`config.mk`:
```
export PLATFORM = sky130hd
export DESIGN_NAME = gbar_unit
export DESIGN_NICKNAME = d
export VERILOG_FILES = /design/src/rtl/gbar_unit.sv
export SDC_FILE = /design/constraint.sdc
export NUM_CORES = 1
export LEC_CHECK = 0
export ABC_AREA = 1
export CAP_MARGIN = 20
export CORE_MARGIN = 2
export CORE_UTILIZATION = 40
export CTS_BUF_LIST = sky130_fd_sc_hd__clkbuf_16
export DETAILED_ROUTE_END_ITERATION = 7
export PLACE_DENSITY = 0.68
export SLEW_MARGIN = 20
export SYNTH_ARGS = -nofsm -noshare
export SYNTH_HDL_FRONTEND = slang
export SYNTH_SLANG_ARGS = --single-unit
```
`constraint.sdc`:
```
create_clock -name clk -period 8 [get_ports clk]
set_input_delay 1.6 -clock clk [delete_from_list [all_inputs] [get_ports clk]]
set_output_delay 1.6 -clock clk [all_outputs]
set_load 0.05 [all_outputs]
```
`src/rtl/gbar_unit.sv`:
```
// Global barrier responder: collects per-core arrivals per barrier ID and emits a one-cycle release.
// Optional GBAR_PERF_EN adds release and wait-cycle performance counters.
module gbar_unit #(
    parameter int NUM_BARRIERS = 4,
    parameter int NUM_CORES    = 4,
    localparam int NB_BITS     = (NUM_BARRIERS > 1) ? $clog2(NUM_BARRIERS) : 1,
    localparam int NC_BITS     = $clog2(NUM_CORES)
) (
    input  logic               clk,
    input  logic               reset,
    input  logic               req_valid,
    input  logic [NB_BITS-1:0] req_id,
    input  logic [NC_BITS-1:0] req_size_m1,
    input  logic [NC_BITS-1:0] req_core_id,
    output logic               req_ready,
    output logic               rsp_valid,
    output logic [NB_BITS-1:0] rsp_id
`ifdef GBAR_PERF_EN
    ,
    output logic [31:0]        perf_releases,
    output logic [31:0]        perf_wait_cycles
`endif
);

    typedef enum logic {S_IDLE, S_FILL} bstate_t;

    bstate_t              state_q [NUM_BARRIERS];
    bstate_t              state_d [NUM_BARRIERS];
    logic [NUM_CORES-1:0] mask_q  [NUM_BARRIERS];
    logic [NUM_CORES-1:0] mask_d  [NUM_BARRIERS];
    logic [NC_BITS-1:0]   size_q  [NUM_BARRIERS];
    logic [NC_BITS-1:0]   size_d  [NUM_BARRIERS];
    logic                 rsp_valid_q, rsp_valid_d;
    logic [NB_BITS-1:0]   rsp_id_q, rsp_id_d;

    logic                 fire;
    logic [31:0]          id_ext;
    logic                 id_ok;
    bstate_t              sel_state;
    logic [NUM_CORES-1:0] sel_mask;
    logic [NC_BITS-1:0]   sel_size;
    logic [NC_BITS-1:0]   cur_size;
    logic [NUM_CORES-1:0] new_mask;
    logic                 release_now;

    function automatic logic [NC_BITS:0] popcount(input logic [NUM_CORES-1:0] m);
        logic [NC_BITS:0] c;
        c = '0;
        for (int i = 0; i < NUM_CORES; i++) begin
            c = c + (NC_BITS+1)'(m[i]);
        end
        return c;
    endfunction

    assign req_ready = reset;
    assign fire      = req_valid && req_ready;
    assign id_ext    = 32'(req_id);
    assign id_ok     = id_ext < 32'(NUM_BARRIERS);

    always_comb begin
        sel_state = S_IDLE;
        sel_mask  = '0;
        sel_size  = '0;
        for (int b = 0; b < NUM_BARRIERS; b++) begin
            if (id_ext == 32'(b)) begin
                sel_state = state_q[b];
                sel_mask  = mask_q[b];
                sel_size  = size_q[b];
            end
        end
        // The first arrival of a phase fixes the participant count.
        cur_size    = (sel_state == S_IDLE) ? req_size_m1 : sel_size;
        new_mask    = sel_mask | (NUM_CORES'(1) << req_core_id);
        release_now = fire && id_ok &&
                      (popcount(new_mask) == (NC_BITS+1)'(cur_size) + (NC_BITS+1)'(1));
    end

    always_comb begin
        state_d     = state_q;
        mask_d      = mask_q;
        size_d      = size_q;
        rsp_valid_d = 1'b0;
        rsp_id_d    = rsp_id_q;
        for (int b = 0; b < NUM_BARRIERS; b++) begin
            if (fire && id_ext == 32'(b)) begin
                if (release_now) begin
                    state_d[b] = S_IDLE;
                    mask_d[b]  = '0;
                    rsp_valid_d = 1'b1;
                    rsp_id_d    = NB_BITS'(b);
                end else begin
                    state_d[b] = S_FILL;
                    mask_d[b]  = new_mask;
                    size_d[b]  = cur_size;
                end
            end
        end
    end

    always_ff @(posedge clk or negedge reset) begin
        if (!reset) begin
            for (int b = 0; b < NUM_BARRIERS; b++) begin
                state_q[b] <= S_IDLE;
                mask_q[b]  <= '0;
                size_q[b]  <= '0;
            end
            rsp_valid_q <= 1'b0;
            rsp_id_q    <= '0;
        end else begin
            state_q     <= state_d;
            mask_q      <= mask_d;
            size_q      <= size_d;
            rsp_valid_q <= rsp_valid_d;
            rsp_id_q    <= rsp_id_d;
        end
    end

    assign rsp_valid = rsp_valid_q;
    assign rsp_id    = rsp_id_q;

`ifdef GBAR_PERF_EN
    logic [31:0] releases_q, releases_d;
    logic [31:0] wait_q, wait_d;
    logic [31:0] fill_cnt;

    always_comb begin
        fill_cnt = '0;
        for (int b = 0; b < NUM_BARRIERS; b++) begin
            fill_cnt = fill_cnt + 32'(state_q[b] == S_FILL);
        end
        releases_d = releases_q + 32'(rsp_valid_d);
        wait_d     = wait_q + fill_cnt;
    end

    always_ff @(posedge clk or negedge reset) begin
        if (!reset) begin
            releases_q <= '0;
            wait_q     <= '0;
        end else begin
            releases_q <= releases_d;
            wait_q     <= wait_d;
        end
    end

    assign perf_releases    = releases_q;
    assign perf_wait_cycles = wait_q;
`endif

endmodule
```
-- Yosys cells after proc, flatten, opt, wreduce, memory -nomap -nowiden
Cells that the tools add are included.
- register bits: 31
- latch bits: 0
- bits in writable memories: 0
- ROM bits: 0
- input bits: 9
- output and inout port bits: 4
- word-level logic and storage cells: 69
- memories: 0
- add/sub/neg operators: 4
- multipliers: 0
- div/mod/pow operators: 0
- $lt $le $gt $ge: 1
- equality and inequality tests: 4
- shift operators: 1
- multiplexer cells: 31
- bitwise gates (word level): 2
- reductions and logical operators: 12
- operators with widths (cell ; count):
    logical NOT 32 bit ; 1
    two-way mux 2 bit ; 13
    two-way mux 4 bit ; 5
    two-way mux 1 bit ; 13
    AND reduction 2 bit ; 4
    logical AND 1 bit ; 7
    equality test 2 bit, second input constant ; 2
    bitwise OR 4 bit ; 1
    << shifter 1 x 2 -> 4 bit, first input constant ; 1
    adder 2 x 1 -> 3 bit ; 1
    adder 2 x 1 -> 3 bit, second input constant ; 1
    adder 3 x 1 -> 3 bit ; 1
    equality test 3 bit ; 1
    < comparator 2 x 3 -> 1 bit, second input constant ; 1
    adder 1 x 1 -> 2 bit ; 1
    equality test 2 x 1 -> 1 bit, second input constant ; 1
    inverter 1 bit ; 1

-- Logic depth before layout (Yosys ltp)
- depth in word-level cells: 19
- gate-level depth with buffers: 20
- mapped depth without buffers: 18

-- Worst setup path before layout
No wires, ideal clock.
- path kind: input port to flip-flop
- from: in req_id[1]
- to: reg rsp_id_q[1], in the netlist rsp_id[1]
- setup time: 0.120 ns
- arrival: 4.149 ns
- data required time: 7.880 ns
- path slack: 3.731 ns
- stages: 17
- path through: buf_6 > inv_2 > nor2_1 > inv_1 > o21ai_0 > o211ai_1 > fa_1 > ha_1 > ha_1 > inv_1 > or2_2 > o21ai_0 > a211oi_1 > nand3_4 > buf_6 > nand2_1 > o21ai_2
- longest elaborated chain between the ends: 19
- ends and longest elaborated chain (item ; line ; source):
    start, declared ; 12 ; input logic [NB_BITS-1:0] req_id,
    logical NOT 32 bit ; 65, 85 ;
    two-way mux 4 bit (4 in series) ; 65 ; if (id_ext == 32'(b)) begin
    bitwise OR 4 bit ; 73 ; new_mask = sel_mask | (NUM_CORES'(1) << req_core_id);
    adder 1 x 1 -> 2 bit ; 50 ; c = c + (NC_BITS+1)'(m[i]);
    adder 2 x 1 -> 3 bit ; 50 ;
    adder 3 x 1 -> 3 bit ; 50 ;
    equality test 3 bit ; 75 ; (popcount(new_mask) == (NC_BITS+1)'(cur_size) + (NC_BITS+1)'(1));
    logical AND 1 bit ; 74 ; release_now = fire && id_ok &&
    two-way mux 2 bit ; 86 ; if (release_now) begin
    two-way mux 2 bit ; 85 ; if (fire && id_ext == 32'(b)) begin
    two-way mux 2 bit ; 86 ;
    two-way mux 2 bit ; 85 ;
    two-way mux 2 bit ; 86 ;
    two-way mux 2 bit ; 85 ;
    two-way mux 2 bit ; 86 ;
    two-way mux 2 bit (*) ; 85 ;
    named net rsp_id_d[1] ; 34 ; logic [NB_BITS-1:0] rsp_id_q, rsp_id_d;
    end signal, assigned ; 114 ; rsp_id_q <= rsp_id_d;
    end, declared ; 34 ;
Mark *: on every way through the listed nets, which the timed path passes. The rest lies on a longest branch.
A chain may end at the register's enable or synchronous reset.

-- Worst setup path after layout
- from: in req_id[1]
- to: reg state_q[1] (netlist bit)
- longest elaborated chain between the ends: 12
- ends and longest elaborated chain (item ; line ; source):
    logical NOT 32 bit ; 65 ;
    two-way mux 4 bit (4 in series) ; 65 ;
    bitwise OR 4 bit ; 73 ;
    adder 1 x 1 -> 2 bit ; 50 ;
    adder 2 x 1 -> 3 bit ; 50 ;
    adder 3 x 1 -> 3 bit ; 50 ;
    equality test 3 bit ; 75 ;
    logical AND 1 bit ; 74 ;
    two-way mux 1 bit ; 86 ;
    end signal, assigned ; 110 ; state_q <= state_d;
    end, declared ; 27 ; bstate_t state_q [NUM_BARRIERS];
Several ways; a longest one is shown, not always the timed one.

==> impl_summary.md <==
Run status
The flow ran to the end, and the final reports show no timing, DRC or antenna violations.

Critical path
The count of cell instances traversed by the critical path is 16. The worst setup path is launched from an input pin. The cell type of the slowest stage on the worst timing path is clkdlybuf4s50_1. The critical path ends at state_q[1]$_DFFE_PN0P_. Along the worst path, the maximum fanout reaches 33. The worst setup path is captured at a flip-flop. The startpoint of the worst setup timing path is req_id[1]. The signal on the critical path passes through clkdlybuf4s50_1 > inv_2 > nor2_1 > inv_1 > o21ai_0 > o211ai_1 > fa_1 > ha_1 > ha_1 > inv_1 > or2_2 > o21ai_0 > a211oi_1 > nand3_4 > nand2_1 > o21ai_0. The buffering stage count on the worst path with inverters included is 4. The slack of the worst reg-to-reg path is around 4.7 ns.

On the worst path, the slowest cell contributes a delay of 0.82 ns. The family with the most delay on the worst path is buffers and inverters. The startpoint of the lowest-slack register-to-register path is mask_q[12]$_DFFE_PN0P_. The cell repeated most along the worst path is o21ai_0. The number of cells on the worst reg-to-reg path is 14.

The data required time of the worst path is 8.14 ns. The data arrival time of the critical path is around 5.5 ns. The startpoint-to-endpoint class of the critical path is input pin to flip-flop. The endpoint of the most critical register-to-register path is state_q[1]$_DFFE_PN0P_.

Cells and area
The fraction of layout instances using a drive strength above 1 is 0.1284. The layout-stage area growth over the synthesis result is 14.82%. The number of nets at the end of the flow is around 230. The number of filler instances in the final layout is 395.

The area of the multi-input gates is between 800 and 900 sq um. The sequential cells in the finished layout cover a total of 775.7 sq um. 0 antenna diodes ended up in the layout.

Floorplan
The die is between 60 and 70 microns tall. The count of boundary I/O pins is 13. The core region is 4086 sq um. The full die area is 4848 sq um. The floorplan step set the die width to just under 70 microns. For this configuration, the core starts out at a cell density of 0.4216. The placement row count is 23.

Clocking
Clock tree synthesis found a total of 31 sinks. Clock-pin slew was measured on the worst setup and hold paths at 0.05 ns. The post-CTS setup repair buffer count is 0. For the worst-skew pair, the clock arrives at the later sink with an insertion delay of 0.27 ns. The TritonCTS buffer count is 5.

The CTS tree is done. In this run, post-CTS repair resized a total of 0 instances. The cell chosen for the clock root is clkbuf_16. The level count of the clock H-tree is 2. The deepest clock path buffer count is 2. Buffers inserted to repair hold after CTS numbered 0.

Place
The pre-CTS setup slack is 2.399 ns. The total of buffers placed on input and output ports is 12. The placed wire-length estimate is 2.705 mm. The placer congestion estimate is 0.9456.

STA
The clock skew after layout is ~0.0036 ns. The count of endpoints failing setup in the final report is 0. The worst setup slack after layout is 2.650 ns. The slew of the pin with the lowest slew margin is 0.6049 ns. The shortest period the worst path allows is about 5.3 ns. After routing, the total negative slack on setup checks comes to 0 ns. The worst pin sits at a relative slew slack of 0.5952. The count of final max-slew check failures is 0. Setup repair after global routing left no endpoint under its margin. Dividing the final minimum period by the clock period gives 0.6687. The hold violation total from the final report is 0. The timing-limited maximum frequency is 0.1869 GHz.

GRT
The initial antenna violation count is 0. The total track usage is 0.1645. The leftover overflow at the end of global routing is 0.

The first-pass GRT wire length is approximately 6.2 mm. Entering global routing, the biggest net connects 35 pins. The via count of the first global-routing pass is 1305.

Power and ir drop
The portion of total power attributed to sequential cells is 0.400. Internal power comes to 0.3818 mW. The analysis attributes to net switching a power of 0.2030 mW.

The clock share of power is 0.284. The leakage power summed over all cells is 0.9912 nW. Of the total power, the share spent switching nets is 0.3471. The power density relative to cell area is roughly 300 nW/um^2.

The worst voltage drop across the vdd grid is 0.00009282 V. Of the total power, combinational logic draws 0.316.

Yosys
The flip-flop and latch count after synthesis is 31. Synthesis produced a netlist with a net count of 218. After synthesis, the mean cell area works out to 8.404 sq um. The cell area that synthesis handed to floorplanning was between 1500 and 2000 sq um. For this run, the register share of the synthesized area comes to 0.4503.

The synthesized netlist cell count is slightly above 200. The distinct cell type count after synthesis is 28. The total number of yosys warnings is 0.

Drt
The routed wirelength normalized by instance count is 13.61 microns. Summing over every cut layer, the via total after detailed routing is 1356. The residual antenna-violating net count after detailed routing is 0.

The DRC violation count after routing is 0. The count of routing violations after the opening detailed-route iteration is 115. The first detailed-routing pass took 7 iterations. The via density per instance is 5.060. The final layout contains routed wiring with a total length of about 3.6 mm.

Hold path
The startpoint of the most critical hold path is size_q[3]$_DFFE_PN0P_. The worst hold path belongs to the class flip-flop to flip-flop.

Job
Across the run, the number of max-cap violations was 0.
-- sequential cells by signal, indices dropped and copies added, names as in the netlist --
signal	cells
mask_q	16
rsp_id	2
rsp_valid	1
size_q	8
state_q	4
-- power by group through the flow --
stage	registers, mW	clock network [mW]	logic [mW]
floorplan	0.246	0	0.129
global placement	0.235	0	0.182
detailed placement	0.235	0	0.186
CTS	0.234	0.170	0.186
global route	0.239	0.175	0.209
finish	0.234	0.166	0.185
-- kinds of logic (layout without fill, tap and decap cells) --
group,count (synthesis),after routing,share of synthesized area
AO/OA/AOI/OAI,21,21,0.07626
buffers and inverters,25,38,0.08133
AND/OR/NAND/NOR,124,124,0.3587
flip-flops,31,31,0.4503
adder cells (fa/ha/maj),4,4,0.03341
-- final cells by class --
class                   count  area share
multi-input cells         149      0.4080
inverters                  19     0.03858
well taps                  50     0.03163
clock inverters             1    0.001898
repair buffers             13     0.06452
flip-flops and latches     31      0.3922
clock buffers               5     0.06325
-- worst register-to-register path, cell delays in order, from the launching register on --
cell	delay (ns)
dfrtp_1	0.38
o21ai_0	0.21
nand2_1	0.09
o21ai_0	0.08
o211ai_1	0.28
fa_1	0.55
ha_1	0.20
ha_1	0.19
inv_1	0.06
or2_2	0.09
o21ai_0	0.07
a211oi_1	0.31
nand3_4	0.37
nand2_1	0.24
o21ai_0	0.10
-- worst min path at each step --
stage / to / slack [ns] / depth (start not counted)
after global routing: size_q[3]$_DFFE_PN0P_ / 0.49 / 2
after floorplan: size_q[6]$_DFFE_PN0P_ / 0.44 / 2
after global placement: size_q[7]$_DFFE_PN0P_ / 0.46 / 2
after CTS: size_q[3]$_DFFE_PN0P_ / 0.47 / 2
final: size_q[3]$_DFFE_PN0P_ / 0.47 / 2
after detailed placement: size_q[3]$_DFFE_PN0P_ / 0.46 / 2
-- cells in the final DEF (no fill, tap or decap), drive strengths merged --
master         synthesis  layout
or2                    1       1
clkbuf                 0       5
a22o                   1       1
ha                     3       3
o21ai                 12      12
nand3                 34      34
nand4                  1       1
fa                     1       1
o211ai                 4       4
a211oi                 1       1
a21oi                  1       1
a31oi                  1       1
inv                   19      20
o22ai                  1       1
clkdlybuf4s50          0      12
nor2                   9       9
dfrtp                 31      31
nand2                 79      79
buf                    6       1
-- synth_stat cells, drive strengths merged --
master   n  area, sq um
nand2   79        346.6
fa       1        20.02
a211oi   1        7.510
dfrtp   31        775.7
o22ai    1        6.260
nand3   34        197.7
nor2     9        55.05
a22o     1        8.760
ha       3        37.54
o211ai   4        30.03
a31oi    1        6.260
buf      6        63.81
a21oi    1        5.000
nand4    1        12.51
o21ai   12        67.57
inv     19        76.32
or2      1        6.260
-- per-layer routing --
metal  vias to the layer above  GRT usage  wire (microns)
li1                        694          -               -
met1                       621     0.2298            1760
met2                        36     0.2489            1682
met3                         5    0.04506             156
met4                         0    0.05128              48
met5                         -          0               0
-- per-stage QoR --
stage               cells    util  cell area (sq um)  power (mW)  hold slack [ns]
global placement      262  0.4525               1849      0.4174           0.4553
finish                268  0.4841               1978      0.5848           0.4692
CTS                   268  0.4841               1978      0.5903           0.4709
global route          268  0.4841               1978      0.6229           0.4866
floorplan             205       -               1723      0.3751           0.4415
detailed placement    262  0.4525               1849      0.4217           0.4591
Power figures use the tool's default switching activity.
